### config.mk
export PLATFORM = sky130hd
export DESIGN_NAME = cc_ball_shifter_jug1
export DESIGN_NICKNAME = d
export VERILOG_FILES = /design/src/rtl/cc_pong_defs_pkg.sv /design/src/rtl/cc_step_prescaler.sv /design/src/rtl/cc_ball_shifter_jug1.sv
export SDC_FILE = /design/constraint.sdc
export NUM_CORES = 1
export LEC_CHECK = 0
export CORE_MARGIN = 5
export CORE_UTILIZATION = 47
export CTS_CLUSTER_DIAMETER = 30
export DETAILED_ROUTE_END_ITERATION = 12
export PLACE_DENSITY = 0.67
export SLEW_MARGIN = 30
export SYNTH_ARGS = -nofsm -noshare
export SYNTH_HDL_FRONTEND = slang
export SYNTH_SLANG_ARGS = --single-unit
### constraint.sdc
create_clock -name CC_BALLSHIFTER_JUG1_CLOCK_50 -period 2.6 [get_ports CC_BALLSHIFTER_JUG1_CLOCK_50]
set_input_delay 0.26 -clock CC_BALLSHIFTER_JUG1_CLOCK_50 [delete_from_list [all_inputs] [get_ports CC_BALLSHIFTER_JUG1_CLOCK_50]]
set_output_delay 0.26 -clock CC_BALLSHIFTER_JUG1_CLOCK_50 [all_outputs]
set_load 0.03 [all_outputs]
### src/rtl/cc_pong_defs_pkg.sv
// Shared pong constants: FSM state encoding, serve position and the
// row limit patterns also used by the side comparator.
package cc_pong_defs_pkg;

    typedef enum logic [1:0] {
        ST_IDLE       = 2'd0,
        ST_MOVE_LEFT  = 2'd1,
        ST_MOVE_RIGHT = 2'd2,
        ST_MISS       = 2'd3
    } state_t;

    localparam int         START_POS   = 5;
    localparam logic [7:0] LEFT_LIMIT  = 8'b1000_0000;
    localparam logic [7:0] RIGHT_LIMIT = 8'b0001_0000;

endpackage

### src/rtl/cc_step_prescaler.sv
// Free-running step prescaler: counts 0..MAX-1 and raises a step
// strobe on the last count; held at zero while clear is high.
module cc_step_prescaler #(
    parameter int WIDTH = 24,
    parameter int MAX   = 12_500_000
) (
    input  logic clk,
    input  logic rst,
    input  logic clear,
    output logic step
);

    localparam logic [WIDTH-1:0] LAST = WIDTH'(MAX - 1);

    logic [WIDTH-1:0] count;

    // counter wraps on its last value, restarts from zero on clear
    always_ff @(posedge clk or posedge rst) begin
        if (rst) begin
            count <= '0;
        end else if (clear || count == LAST) begin
            count <= '0;
        end else begin
            count <= count + WIDTH'(1);
        end
    end

    assign step = !clear && (count == LAST);

endmodule

### src/rtl/cc_ball_shifter_jug1.sv
// Player-1 ball row generator: serves, shifts one LED per step,
// bounces on the paddle at either limit and flags a miss otherwise.
module cc_ball_shifter_jug1
    import cc_pong_defs_pkg::*;
#(
    parameter int DATAWIDTH       = 8,
    parameter int PRESCALER_WIDTH = 24,
    parameter int PRESCALER_MAX   = 12_500_000
) (
    input  logic                 CC_BALLSHIFTER_JUG1_CLOCK_50,
    input  logic                 CC_BALLSHIFTER_JUG1_RESET_InHigh,
    input  logic                 CC_BALLSHIFTER_JUG1_start_InLow,
    input  logic                 CC_BALLSHIFTER_JUG1_izquierda_InLow,
    input  logic                 CC_BALLSHIFTER_JUG1_derecha_InLow,
    input  logic                 CC_BALLSHIFTER_JUG1_paddle_InHigh,
    output logic [DATAWIDTH-1:0] CC_BALLSHIFTER_JUG1_data_OutBUS,
    output logic                 CC_BALLSHIFTER_JUG1_miss_OutHigh,
    output logic                 CC_BALLSHIFTER_JUG1_busy_OutHigh
);

    localparam logic [DATAWIDTH-1:0] START_DATA =
        DATAWIDTH'(1) << START_POS;

    logic clk;
    logic rst;
    assign clk = CC_BALLSHIFTER_JUG1_CLOCK_50;
    assign rst = CC_BALLSHIFTER_JUG1_RESET_InHigh;

    state_t               state;
    state_t               state_next;
    logic [DATAWIDTH-1:0] data;
    logic [DATAWIDTH-1:0] data_next;
    logic [DATAWIDTH-1:0] shifted;
    logic                 miss;
    logic                 miss_next;
    logic                 busy;
    logic                 busy_next;
    logic                 go_miss;
    logic                 left_edge;
    logic [2:0]           start_sync;
    logic                 serve;
    logic                 moving;
    logic                 step;

    function automatic logic is_onehot(input logic [DATAWIDTH-1:0] v);
        return (v != '0) && ((v & (v - DATAWIDTH'(1))) == '0);
    endfunction

    // two-stage synchronizer plus one history bit for edge detection
    always_ff @(posedge clk or posedge rst) begin
        if (rst) begin
            start_sync <= '1;
        end else begin
            start_sync <= {start_sync[1:0], CC_BALLSHIFTER_JUG1_start_InLow};
        end
    end

    assign serve  = start_sync[2] && !start_sync[1];
    assign moving = (state == ST_MOVE_LEFT) || (state == ST_MOVE_RIGHT);

    cc_step_prescaler #(
        .WIDTH (PRESCALER_WIDTH),
        .MAX   (PRESCALER_MAX)
    ) u_prescaler (
        .clk   (clk),
        .rst   (rst),
        .clear (!moving),
        .step  (step)
    );

    // state, ball row and status flags are all registered
    always_ff @(posedge clk or posedge rst) begin
        if (rst) begin
            state <= ST_IDLE;
            data  <= START_DATA;
            miss  <= 1'b0;
            busy  <= 1'b0;
        end else begin
            state <= state_next;
            data  <= data_next;
            miss  <= miss_next;
            busy  <= busy_next;
        end
    end

    // next-state and next-output logic; left limit wins if both flags low
    always_comb begin
        state_next = state;
        data_next  = data;
        miss_next  = 1'b0;
        busy_next  = busy;
        shifted    = data;
        go_miss    = 1'b0;
        left_edge  = !CC_BALLSHIFTER_JUG1_izquierda_InLow &&
                     (state == ST_MOVE_LEFT ||
                      !CC_BALLSHIFTER_JUG1_derecha_InLow);
        unique case (state)
            ST_IDLE: begin
                busy_next = 1'b0;
                if (serve) begin
                    state_next = ST_MOVE_LEFT;
                    busy_next  = 1'b1;
                end
            end
            ST_MOVE_LEFT, ST_MOVE_RIGHT: begin
                busy_next = 1'b1;
                if (step) begin
                    if (left_edge) begin
                        if (CC_BALLSHIFTER_JUG1_paddle_InHigh) begin
                            shifted    = data >> 1;
                            state_next = ST_MOVE_RIGHT;
                        end else begin
                            go_miss = 1'b1;
                        end
                    end else if (state == ST_MOVE_LEFT) begin
                        shifted = data << 1;
                    end else if (!CC_BALLSHIFTER_JUG1_derecha_InLow) begin
                        if (CC_BALLSHIFTER_JUG1_paddle_InHigh) begin
                            shifted    = data << 1;
                            state_next = ST_MOVE_LEFT;
                        end else begin
                            go_miss = 1'b1;
                        end
                    end else begin
                        shifted = data >> 1;
                    end
                    if (!is_onehot(shifted)) begin
                        go_miss = 1'b1;
                    end
                    if (go_miss) begin
                        state_next = ST_MISS;
                        data_next  = '0;
                        miss_next  = 1'b1;
                    end else begin
                        data_next = shifted;
                    end
                end
            end
            ST_MISS: begin
                state_next = ST_IDLE;
                data_next  = START_DATA;
                busy_next  = 1'b0;
            end
            default: begin
                state_next = ST_IDLE;
                data_next  = START_DATA;
                busy_next  = 1'b0;
            end
        endcase
    end

    assign CC_BALLSHIFTER_JUG1_data_OutBUS  = data;
    assign CC_BALLSHIFTER_JUG1_miss_OutHigh = miss;
    assign CC_BALLSHIFTER_JUG1_busy_OutHigh = busy;

endmodule
==> results of run 1 <==
[metrics by stage]
stage	cells	util, %	total power, mW
2_1_floorplan	254	-	1.76
3_3_place_gp	363	59.0	2.29
3_5_place_dp	363	59.0	2.32
4_1_cts	376	63.0	2.89
5_1_grt	378	64.7	3.27
6_report	378	64.7	3.07
[cell usage after synthesis, types with 2 or more instances]
cell / number
a211oi_1: 8
a21oi_1: 7
a311oi_1: 8
a31oi_1: 3
and2_1: 2
and3_1: 5
buf_2: 5
buf_6: 2
clkbuf_1: 3
dfrtp_1: 35
dfstp_2: 4
ha_1: 5
inv_1: 11
mux2i_1: 8
nand2_1: 27
nand2b_1: 8
nand3_1: 11
nand4_1: 3
nor2_1: 28
nor3_1: 6
nor4_1: 2
o21ai_0: 8
o31ai_1: 12
or3_1: 4
xnor2_1: 7
xor2_1: 13
[cell type report]
cell class | instances | area (sq um) | share of cell area (%)
sequential | 39 | 981 | 31.9
inverter | 11 | 41.3 | 1.34
multi-input combinational | 191 | 1360 | 44.2
clock inverter | 1 | 8.76 | 0.285
tap | 67 | 83.8 | 2.72
timing repair buffer | 62 | 517 | 16.8
clock buffer | 7 | 86.3 | 2.81
[worst max-delay path: cells and delay by family (launching register included)]
family | cells | cell delay [ns]
compound gates | 5 | 0.97
simple gates | 3 | 0.84
flops | 1 | 0.41
fa+ha+maj | 1 | 0.20
buf+inv | 1 | 0.13
[layer usage]
layer  part of all wire (%)  up-vias  track usage (%)
met5                      0        -                0
met1                     48      965             23.0
li1                       -     1019                -
met2                     47       31             30.2
met3                    3.2        8             3.59
met4                    1.5        0             5.74
[cell families after synthesis]
kind of cell,count (synthesis),share of synthesized area (%)
muxes,9,3.95
buffers and inverters,24,5.03
AOI/OAI and AO/OA,54,16.7
adders and majority gates,5,2.70
and+or+nand+nor,103,21.7
DFF,39,42.4
xor gates and xnor gates,20,7.57
[power by group through the flow]
stage / clock (mW) / combinational [mW] / sequential, mW
2_1_floorplan: 0 / 0.889 / 0.869
3_3_place_gp: 0 / 1.49 / 0.802
3_5_place_dp: 0 / 1.51 / 0.803
4_1_cts: 0.448 / 1.65 / 0.793
5_1_grt: 0.478 / 1.99 / 0.806
6_report: 0.437 / 1.84 / 0.793
[what timing repair did]
| action | CTS | global route |
|---|---|---|
| setup endpoints to repair | 8 | 10 |
| gates resized for setup | 14 | 15 |
| pin swaps | 9 | 3 |
| buffers inserted | 5 | 2 |
[how the worst max path moves through the flow]
stage,start,end,slack (ns),cells after the start
floorplan,state[1],CC_BALLSHIFTER_JUG1_data_OutBUS[6],0.006,12
CTS,state[0],CC_BALLSHIFTER_JUG1_data_OutBUS[1],-0.003,10
global placement,CC_BALLSHIFTER_JUG1_paddle_InHigh,CC_BALLSHIFTER_JUG1_data_OutBUS[4],-0.40,9
detailed placement,CC_BALLSHIFTER_JUG1_paddle_InHigh,CC_BALLSHIFTER_JUG1_data_OutBUS[4],-0.50,9
finish,state[0],CC_BALLSHIFTER_JUG1_data_OutBUS[1],-0.04,10
global route,state[0],CC_BALLSHIFTER_JUG1_data_OutBUS[1],-0.15,10
[registers in the layout, summed over array words and instances, names as in the netlist]
signal	count
u_prescaler.count	24
state	2
CC_BALLSHIFTER_JUG1_busy_OutHigh	1
start_sync	3
CC_BALLSHIFTER_JUG1_data_OutBUS	8
CC_BALLSHIFTER_JUG1_miss_OutHigh	1
==> report_table.html, run 1 <==
<table>
<tr><th>Metric</th><th>Value</th></tr>
<tr><th colspan="2">Synthesis</th></tr>
<tr><td>Post-synth ARST share</td><td>100%</td></tr>
<tr><td>Cell area after technology mapping</td><td>roughly 2300 sq um</td></tr>
<tr><td>Count of different cell masters after synthesis</td><td>45</td></tr>
<tr><td>Top flip-flop cell by instance count after synthesis</td><td>dfrtp_1</td></tr>
<tr><td>Seq cells post-synth</td><td>39</td></tr>
<tr><td>Cell count after synthesis</td><td>254</td></tr>
<tr><td>Count of synthesis-stage warnings from yosys</td><td>0</td></tr>
<tr><td>Post-synthesis cell type with the largest combined area</td><td>dfrtp_1</td></tr>
<tr><td>Yosys top cell area share</td><td>a little under two fifths</td></tr>
<tr><td>Syn_nets</td><td>265</td></tr>
<tr><td>Number of synthesized flops with an enable pin</td><td>0</td></tr>
<tr><td>Proportion of synthesized chip area in sequential cells</td><td>42.4%</td></tr>
<tr><td>Area contributors post-synth</td><td>dfrtp_1 (38%), xor2_1 (4.9%), dfstp_2 (4.5%)</td></tr>
<tr><td>Synthesized area per cell</td><td>9.11 sq um</td></tr>
<tr><th colspan="2">Drt</th></tr>
<tr><td>Wire length per cell after detailed routing</td><td>around 14 um</td></tr>
<tr><td>Post-route antenna net violation count</td><td>0</td></tr>
<tr><td>Number of remaining DRC errors</td><td>0</td></tr>
<tr><td>DRC violation total after the first TritonRoute iteration</td><td>roughly 80</td></tr>
<tr><td>DR vias</td><td>2023</td></tr>
<tr><td>Number of optimization iterations in the first detailed-route pass</td><td>4</td></tr>
<tr><td>Total wire length</td><td>~5300 um</td></tr>
<tr><td>Ratio of routed vias to standard cells</td><td>5.35</td></tr>
<tr><th colspan="2">Clock network</th></tr>
<tr><td>Root Buffer</td><td>clkbuf_8</td></tr>
<tr><td>Clock tree from TritonCTS</td><td>built</td></tr>
<tr><td>H-Tree Depth</td><td>2</td></tr>
<tr><td>CTS sink count</td><td>39</td></tr>
<tr><td>Clk_lat worst skew</td><td>0.29 ns</td></tr>
<tr><td>Clock slew at the register clock pins of the worst setup and hold paths</td><td>around 0.080 ns</td></tr>
<tr><td>Number of buffers on the longest clock path</td><td>2</td></tr>
<tr><td>Number of buffers inserted by hold repair at cts</td><td>0</td></tr>
<tr><td>Number of CTS-inserted buffers</td><td>5</td></tr>
<tr><th colspan="2">Setup path</th></tr>
<tr><td>Startpoint type of the worst setup path</td><td>flip-flop</td></tr>
<tr><td>Category of the critical setup timing path</td><td>flip-flop to flip-flop</td></tr>
<tr><td>Crit path max fanout</td><td>6</td></tr>
<tr><td>Launching point of the worst reg2reg path</td><td>state[0]</td></tr>
<tr><td>Number of cell instances on the worst register-to-register path</td><td>10</td></tr>
<tr><td>Largest incremental delay on the critical path</td><td>0.43 ns</td></tr>
<tr><td>Cell with the largest stage delay on the worst path</td><td>or3_4</td></tr>
<tr><td>Worst setup EP type</td><td>flip-flop</td></tr>
<tr><td>Destination of the worst register-to-register timing path</td><td>CC_BALLSHIFTER_JUG1_data_OutBUS[1]</td></tr>
<tr><td>Arrival @ worst endpoint</td><td>between 2 and 3 ns</td></tr>
<tr><td>Minimum setup slack among reg-to-reg paths</td><td>-0.04 ns</td></tr>
<tr><td>Data required, critical path</td><td>2.81 ns</td></tr>
<tr><td>Crit-path cells</td><td>ha_4 -&gt; nor2b_4 -&gt; buf_6 -&gt; a211oi_2 -&gt; a311oi_2 -&gt; and3_1 -&gt; o211ai_1 -&gt; a31o_1 -&gt; or3_4 -&gt; o31ai_1</td></tr>
<tr><th colspan="2">Pwr</th></tr>
<tr><td>Worst vdd ir</td><td>0.908 mV</td></tr>
<tr><td>Combinational power share</td><td>59.9%</td></tr>
<tr><td>Power density over the cells</td><td>997 nW/um^2</td></tr>
<tr><td>Cell Int Power</td><td>1.73 mW</td></tr>
<tr><td>Leakage power of the design</td><td>1.31 nW</td></tr>
<tr><td>Switching part of the total power</td><td>between 40% and 50%</td></tr>
<tr><td>Net switching power</td><td>between 1 and 1.5 mW</td></tr>
<tr><td>Portion of total power attributed to the clock network</td><td>between 10% and 20%</td></tr>
<tr><td>Proportion of power drawn by flip-flops and latches</td><td>25.9%</td></tr>
<tr><th colspan="2">GRT</th></tr>
<tr><td>Number of global-route vias before repair</td><td>between 2000 and 2500</td></tr>
<tr><td>Antenna violations before repair</td><td>0</td></tr>
<tr><td>Pin count of the biggest net entering global routing</td><td>40</td></tr>
<tr><td>Wire length of the first global-routing pass</td><td>between 9000 and 10000 um</td></tr>
<tr><td>Overall global routing resource usage</td><td>17.9%</td></tr>
<tr><td>Remaining Overflow, GRT</td><td>0</td></tr>
<tr><th colspan="2">Layout</th></tr>
<tr><td>Fill count</td><td>between 400 and 500</td></tr>
<tr><td>Layout net count</td><td>about 320</td></tr>
<tr><td>Ratio of cells with drive above 1 in the final layout</td><td>approximately 28%</td></tr>
<tr><td>Most common cell after layout, fill and taps aside</td><td>buf_4</td></tr>
<tr><td>Cell area after layout</td><td>3080 sq um</td></tr>
<tr><td>Commonest cells after routing, fill and taps aside</td><td>buf_4 (43), dfrtp_1 (35), nand2_1 (27), nor2_1 (27), clkdlybuf4s50_1 (14)</td></tr>
<tr><td>Area Growth Syn to Fin</td><td>33.0%</td></tr>
<tr><td>Antenna diode instance count</td><td>0</td></tr>
<tr><th colspan="2">STA</th></tr>
<tr><td>Unrepaired setup endpoints after global routing</td><td>true</td></tr>
<tr><td>Final cycle utilization of the critical path</td><td>101%</td></tr>
<tr><td>Final-layout setup total negative slack</td><td>-0.0909 ns</td></tr>
<tr><td>Final critical delay including setup and external delays</td><td>about 2.6 ns</td></tr>
<tr><td>Remaining max-slew budget at the tightest pin</td><td>68.1%</td></tr>
<tr><td>Final hold viol count</td><td>0</td></tr>
<tr><td>Final setup fails</td><td>6</td></tr>
<tr><td>Maximum operating frequency</td><td>0.379 GHz</td></tr>
<tr><td>Pins over their slew limit</td><td>0</td></tr>
<tr><td>Transition at the pin with the smallest max-transition slack</td><td>around 0.47 ns</td></tr>
<tr><td>Post-route worst setup slack</td><td>-0.0384 ns</td></tr>
<tr><td>Worst slack on hold paths</td><td>0.363 ns</td></tr>
<tr><td>Final Skew</td><td>0.00986 ns</td></tr>
<tr><th colspan="2">Floorplanning</th></tr>
<tr><td>Die outline area</td><td>between 6000 and 7000 sq um</td></tr>
<tr><td>Vertical extent of the die</td><td>between 80 and 90 um</td></tr>
<tr><td>I/O pin count</td><td>16</td></tr>
<tr><td>Floorplan row count</td><td>25</td></tr>
<tr><td>Die Span X</td><td>80.2 um</td></tr>
<tr><td>Core Area</td><td>about 4800 sq um</td></tr>
<tr><td>Effective utilization at floorplan</td><td>48.7%</td></tr>
<tr><th colspan="2">Min path</th></tr>
<tr><td>Number of stages on the worst hold path</td><td>0</td></tr>
<tr><td>Startpoint of the tightest hold check path</td><td>start_sync[0]</td></tr>
<tr><td>Worst Hold Endpoint</td><td>start_sync[1]</td></tr>
<tr><td>Hold crit path type</td><td>flip-flop to flip-flop</td></tr>
<tr><th colspan="2">Placed design</th></tr>
<tr><td>Routability cong.</td><td>about 0.83</td></tr>
<tr><td>Placed inst area</td><td>2810 sq um</td></tr>
<tr><td>Worst slack after detailed placement</td><td>-0.501 ns</td></tr>
<tr><td>Half-perimeter wire length after detailed placement</td><td>3720 um</td></tr>
<tr><td>Port bufs</td><td>15</td></tr>
<tr><th colspan="2">Run</th></tr>
<tr><td>Number of maximum-capacitance violations</td><td>0</td></tr>
<tr><th colspan="2">Run status</th></tr>
<tr><td>Outcome</td><td>complete, but fails checks</td></tr>
<tr><td>Failing checks</td><td>setup timing</td></tr>
</table>
Note: power is estimated with default switching activity, not from simulation.
==> inputs of run 2 (changes only) <==
- CORE_MARGIN: 5 -> 4
==> report_table.html, run 2 (synthesis gave the netlist of run 1 again) <==
<table>
<tr><th>Metric</th><th>Value</th></tr>
<tr><th colspan="2">Drt</th></tr>
<tr><td>DR vias</td><td>2047 (+1.2%)</td></tr>
<tr><td>Total wire length</td><td>5210 um (-1.7%)</td></tr>
<tr><td>DRC violation total after the first TritonRoute iteration</td><td>156 (+93%)</td></tr>
<tr><td>Ratio of routed vias to standard cells</td><td>5.40 (+0.92%)</td></tr>
<tr><td>Post-route antenna net violation count</td><td>0 (unchanged)</td></tr>
<tr><td>Number of optimization iterations in the first detailed-route pass</td><td>4 (unchanged)</td></tr>
<tr><td>Wire length per cell after detailed routing</td><td>13.7 um (-2.0%)</td></tr>
<tr><td>Number of remaining DRC errors</td><td>0 (unchanged)</td></tr>
<tr><th colspan="2">STA</th></tr>
<tr><td>Transition at the pin with the smallest max-transition slack</td><td>0.517 ns (+0.0419 ns)</td></tr>
<tr><td>Final hold viol count</td><td>0 (unchanged)</td></tr>
<tr><td>Maximum operating frequency</td><td>0.381 GHz (+0.59%)</td></tr>
<tr><td>Post-route worst setup slack</td><td>-0.0230 ns (+0.0154 ns)</td></tr>
<tr><td>Pins over their slew limit</td><td>0 (unchanged)</td></tr>
<tr><td>Unrepaired setup endpoints after global routing</td><td>true</td></tr>
<tr><td>Final critical delay including setup and external delays</td><td>2.62 ns (-0.0154 ns)</td></tr>
<tr><td>Remaining max-slew budget at the tightest pin</td><td>65.6% (-2.5 points)</td></tr>
<tr><td>Final Skew</td><td>0.00883 ns (-0.00103 ns)</td></tr>
<tr><td>Final setup fails</td><td>2 (-4)</td></tr>
<tr><td>Final cycle utilization of the critical path</td><td>101% (-0.59 points)</td></tr>
<tr><th colspan="2">Pwr</th></tr>
<tr><td>Power density over the cells</td><td>963 nW/um^2 (-3.4%)</td></tr>
<tr><td>Worst vdd ir</td><td>0.638 mV (-30%)</td></tr>
<tr><td>Leakage power of the design</td><td>1.33 nW (+2.0%)</td></tr>
<tr><td>Overall power consumption</td><td>2.97 mW (-3.1%)</td></tr>
<tr><th colspan="2">Min path</th></tr>
<tr><td>Startpoint of the tightest hold check path</td><td>start_sync[0]</td></tr>
<tr><td>Hold crit path type</td><td>flip-flop to flip-flop</td></tr>
<tr><td>Number of stages on the worst hold path</td><td>0 (unchanged)</td></tr>
<tr><td>Worst Hold Endpoint</td><td>start_sync[1]</td></tr>
<tr><th colspan="2">Clock network</th></tr>
<tr><td>Root Buffer</td><td>clkbuf_8</td></tr>
<tr><td>Clock slew at the register clock pins of the worst setup and hold paths</td><td>0.07 ns (about the same)</td></tr>
<tr><td>Number of CTS-inserted buffers</td><td>5 (unchanged)</td></tr>
<tr><td>Clock tree from TritonCTS</td><td>built</td></tr>
<tr><td>Number of buffers on the longest clock path</td><td>2 (unchanged)</td></tr>
<tr><td>H-Tree Depth</td><td>2 (unchanged)</td></tr>
<tr><td>CTS sink count</td><td>39 (unchanged)</td></tr>
<tr><td>Clk_lat worst skew</td><td>0.29 ns (about the same)</td></tr>
<tr><th colspan="2">Run status</th></tr>
<tr><td>Failing checks</td><td>setup timing</td></tr>
<tr><td>Outcome</td><td>complete, but fails checks</td></tr>
<tr><th colspan="2">Placed design</th></tr>
<tr><td>Routability cong.</td><td>0.849 (+2.0%)</td></tr>
<tr><td>Half-perimeter wire length after detailed placement</td><td>3590 um (-3.4%)</td></tr>
<tr><td>Port bufs</td><td>15 (unchanged)</td></tr>
<tr><th colspan="2">GRT</th></tr>
<tr><td>Pin count of the biggest net entering global routing</td><td>40 (unchanged)</td></tr>
<tr><td>Overall global routing resource usage</td><td>17.7% (-0.27 points)</td></tr>
<tr><td>Remaining Overflow, GRT</td><td>0 (unchanged)</td></tr>
<tr><td>Antenna violations before repair</td><td>0 (unchanged)</td></tr>
<tr><td>Wire length of the first global-routing pass</td><td>8670 um (-5.0%)</td></tr>
<tr><td>Number of global-route vias before repair</td><td>1893 (-6.6%)</td></tr>
<tr><th colspan="2">Setup path</th></tr>
<tr><td>Largest incremental delay on the critical path</td><td>0.43 ns (about the same)</td></tr>
<tr><td>Worst setup EP type</td><td>flip-flop</td></tr>
<tr><td>Destination of the worst register-to-register timing path</td><td>CC_BALLSHIFTER_JUG1_data_OutBUS[1]</td></tr>
<tr><td>Minimum setup slack among reg-to-reg paths</td><td>-0.02 ns (+0.02 ns)</td></tr>
<tr><td>Critical path's top delay family</td><td>simple AND/OR/NAND/NOR gates</td></tr>
<tr><td>Number of cell instances on the worst register-to-register path</td><td>10 (unchanged)</td></tr>
<tr><td>Cell with the largest stage delay on the worst path</td><td>or3_4</td></tr>
<tr><td>Buffers &amp; Inverters on Critical Path</td><td>1 (unchanged)</td></tr>
<tr><td>Category of the critical setup timing path</td><td>flip-flop to flip-flop</td></tr>
<tr><td>Arrival @ worst endpoint</td><td>2.83 ns (about the same)</td></tr>
<tr><td>Launch point of the worst path</td><td>state[0]</td></tr>
<tr><td>Crit path max fanout</td><td>8 (+2)</td></tr>
<tr><td>Crit-path cells</td><td>ha_4 -&gt; nor2b_4 -&gt; a211oi_1 -&gt; a311oi_2 -&gt; buf_4 -&gt; nand3_2 -&gt; nor2_4 -&gt; mux2_4 -&gt; or3_4 -&gt; o31ai_2</td></tr>
<tr><td>Startpoint type of the worst setup path</td><td>flip-flop</td></tr>
<tr><td>Launching point of the worst reg2reg path</td><td>state[0]</td></tr>
<tr><td>Data required, critical path</td><td>2.81 ns (about the same)</td></tr>
<tr><th colspan="2">Layout</th></tr>
<tr><td>Commonest cells after routing, fill and taps aside</td><td>buf_4 (44), dfrtp_1 (35), nand2_1 (27), nor2_1 (27)</td></tr>
<tr><td>Layout Utilization</td><td>64.9% (+0.21 points)</td></tr>
<tr><td>Top reg by flops</td><td>u_prescaler.count</td></tr>
<tr><td>Ratio of cells with drive above 1 in the final layout</td><td>26.6% (-1.4 points)</td></tr>
<tr><td>Antenna diode instance count</td><td>0 (unchanged)</td></tr>
<tr><td>Area Growth Syn to Fin</td><td>33.4%</td></tr>
<tr><td>Layout net count</td><td>322 (+0.31%)</td></tr>
<tr><td>Fill count</td><td>406 (-1.7%)</td></tr>
<tr><td>Flip-flop count of the largest register after layout</td><td>24 (unchanged)</td></tr>
<tr><td>Most common cell after layout, fill and taps aside</td><td>buf_4</td></tr>
<tr><th colspan="2">Run</th></tr>
<tr><td>Number of maximum-capacitance violations</td><td>0 (unchanged)</td></tr>
<tr><th colspan="2">Floorplanning</th></tr>
<tr><td>Die Span X</td><td>78.2 um (-2.5%)</td></tr>
<tr><td>Vertical extent of the die</td><td>78.2 um (-2.5%)</td></tr>
<tr><td>Die outline area</td><td>6110 sq um (-4.9%)</td></tr>
<tr><td>Floorplan row count</td><td>25 (unchanged)</td></tr>
<tr><td>I/O pin count</td><td>16 (unchanged)</td></tr>
<tr><td>Core Area</td><td>4750 sq um (unchanged)</td></tr>
<tr><td>Effective utilization at floorplan</td><td>48.7% (unchanged)</td></tr>
</table>
## run 2: repair_timing
item,CTS,global route
setup buffers,2,5
hold buffers,0,0
pin swaps,6,11
resized for setup,7,23
endpoints found under the hold margin,0,0
endpoints found under the setup margin,9,10
## run 2: routing by layer
layer	GRT usage, %	wire (um)
met5	0	0
met4	7.52	117
met3	3.10	200
met2	27.7	2430
met1	24.0	2460
## run 2: how the worst max path moves through the flow
| stage | endpoint | slack (ns) | cells past startpoint |
|---|---|---|---|
| floorplan | CC_BALLSHIFTER_JUG1_data_OutBUS[6] | 0.006 | 12 |
| global placement | CC_BALLSHIFTER_JUG1_data_OutBUS[4] | -0.38 | 11 |
| detailed placement | CC_BALLSHIFTER_JUG1_data_OutBUS[2] | -0.43 | 10 |
| CTS | CC_BALLSHIFTER_JUG1_data_OutBUS[2] | -0.02 | 10 |
| global route | CC_BALLSHIFTER_JUG1_data_OutBUS[1] | -0.13 | 9 |
| finish | CC_BALLSHIFTER_JUG1_data_OutBUS[1] | -0.02 | 10 |
## run 2: layout make-up
type,count,area [sq um],share of cell area (%)
timing repair buffer,63,533,17.3
tap,67,83.8,2.72
multi-input combinational,191,1360,44.2
inverter,11,41.3,1.34
clock inverter,1,7.51,0.243
sequential,39,981,31.8
clock buffer,7,76.3,2.47
## run 2: through the flow
step / worst slack (ns) / instances / hold slack [ns] / cell area, sq um / setup TNS [ns]
CTS: -0.0160 / 375 / 0.361 / 2960 / -0.0427
floorplan: 0.00558 / 254 / 0.264 / 2350 / 0
global placement: -0.378 / 365 / 0.349 / 2820 / -3.20
global route: -0.134 / 379 / 0.365 / 3090 / -0.784
detailed placement: -0.425 / 365 / 0.348 / 2820 / -3.48
finish: -0.0230 / 379 / 0.358 / 3090 / -0.0328
## run 2: power breakdown
| group | internal [mW] | total, mW | leakage [nW] | switching [mW] |
|---|---|---|---|---|
| registers | 0.696 | 0.796 | 0.522 | 0.0992 |
| clock network | 0.190 | 0.401 | 0.0385 | 0.211 |
| logic | 0.800 | 1.78 | 0.773 | 0.975 |
==> inputs of run 3 (changes only) <==
- HOLD_SLACK_MARGIN: default -> 0.06
==> results of run 3 <==
The final DEF is identical to that of run 2; final timing and power are the same.
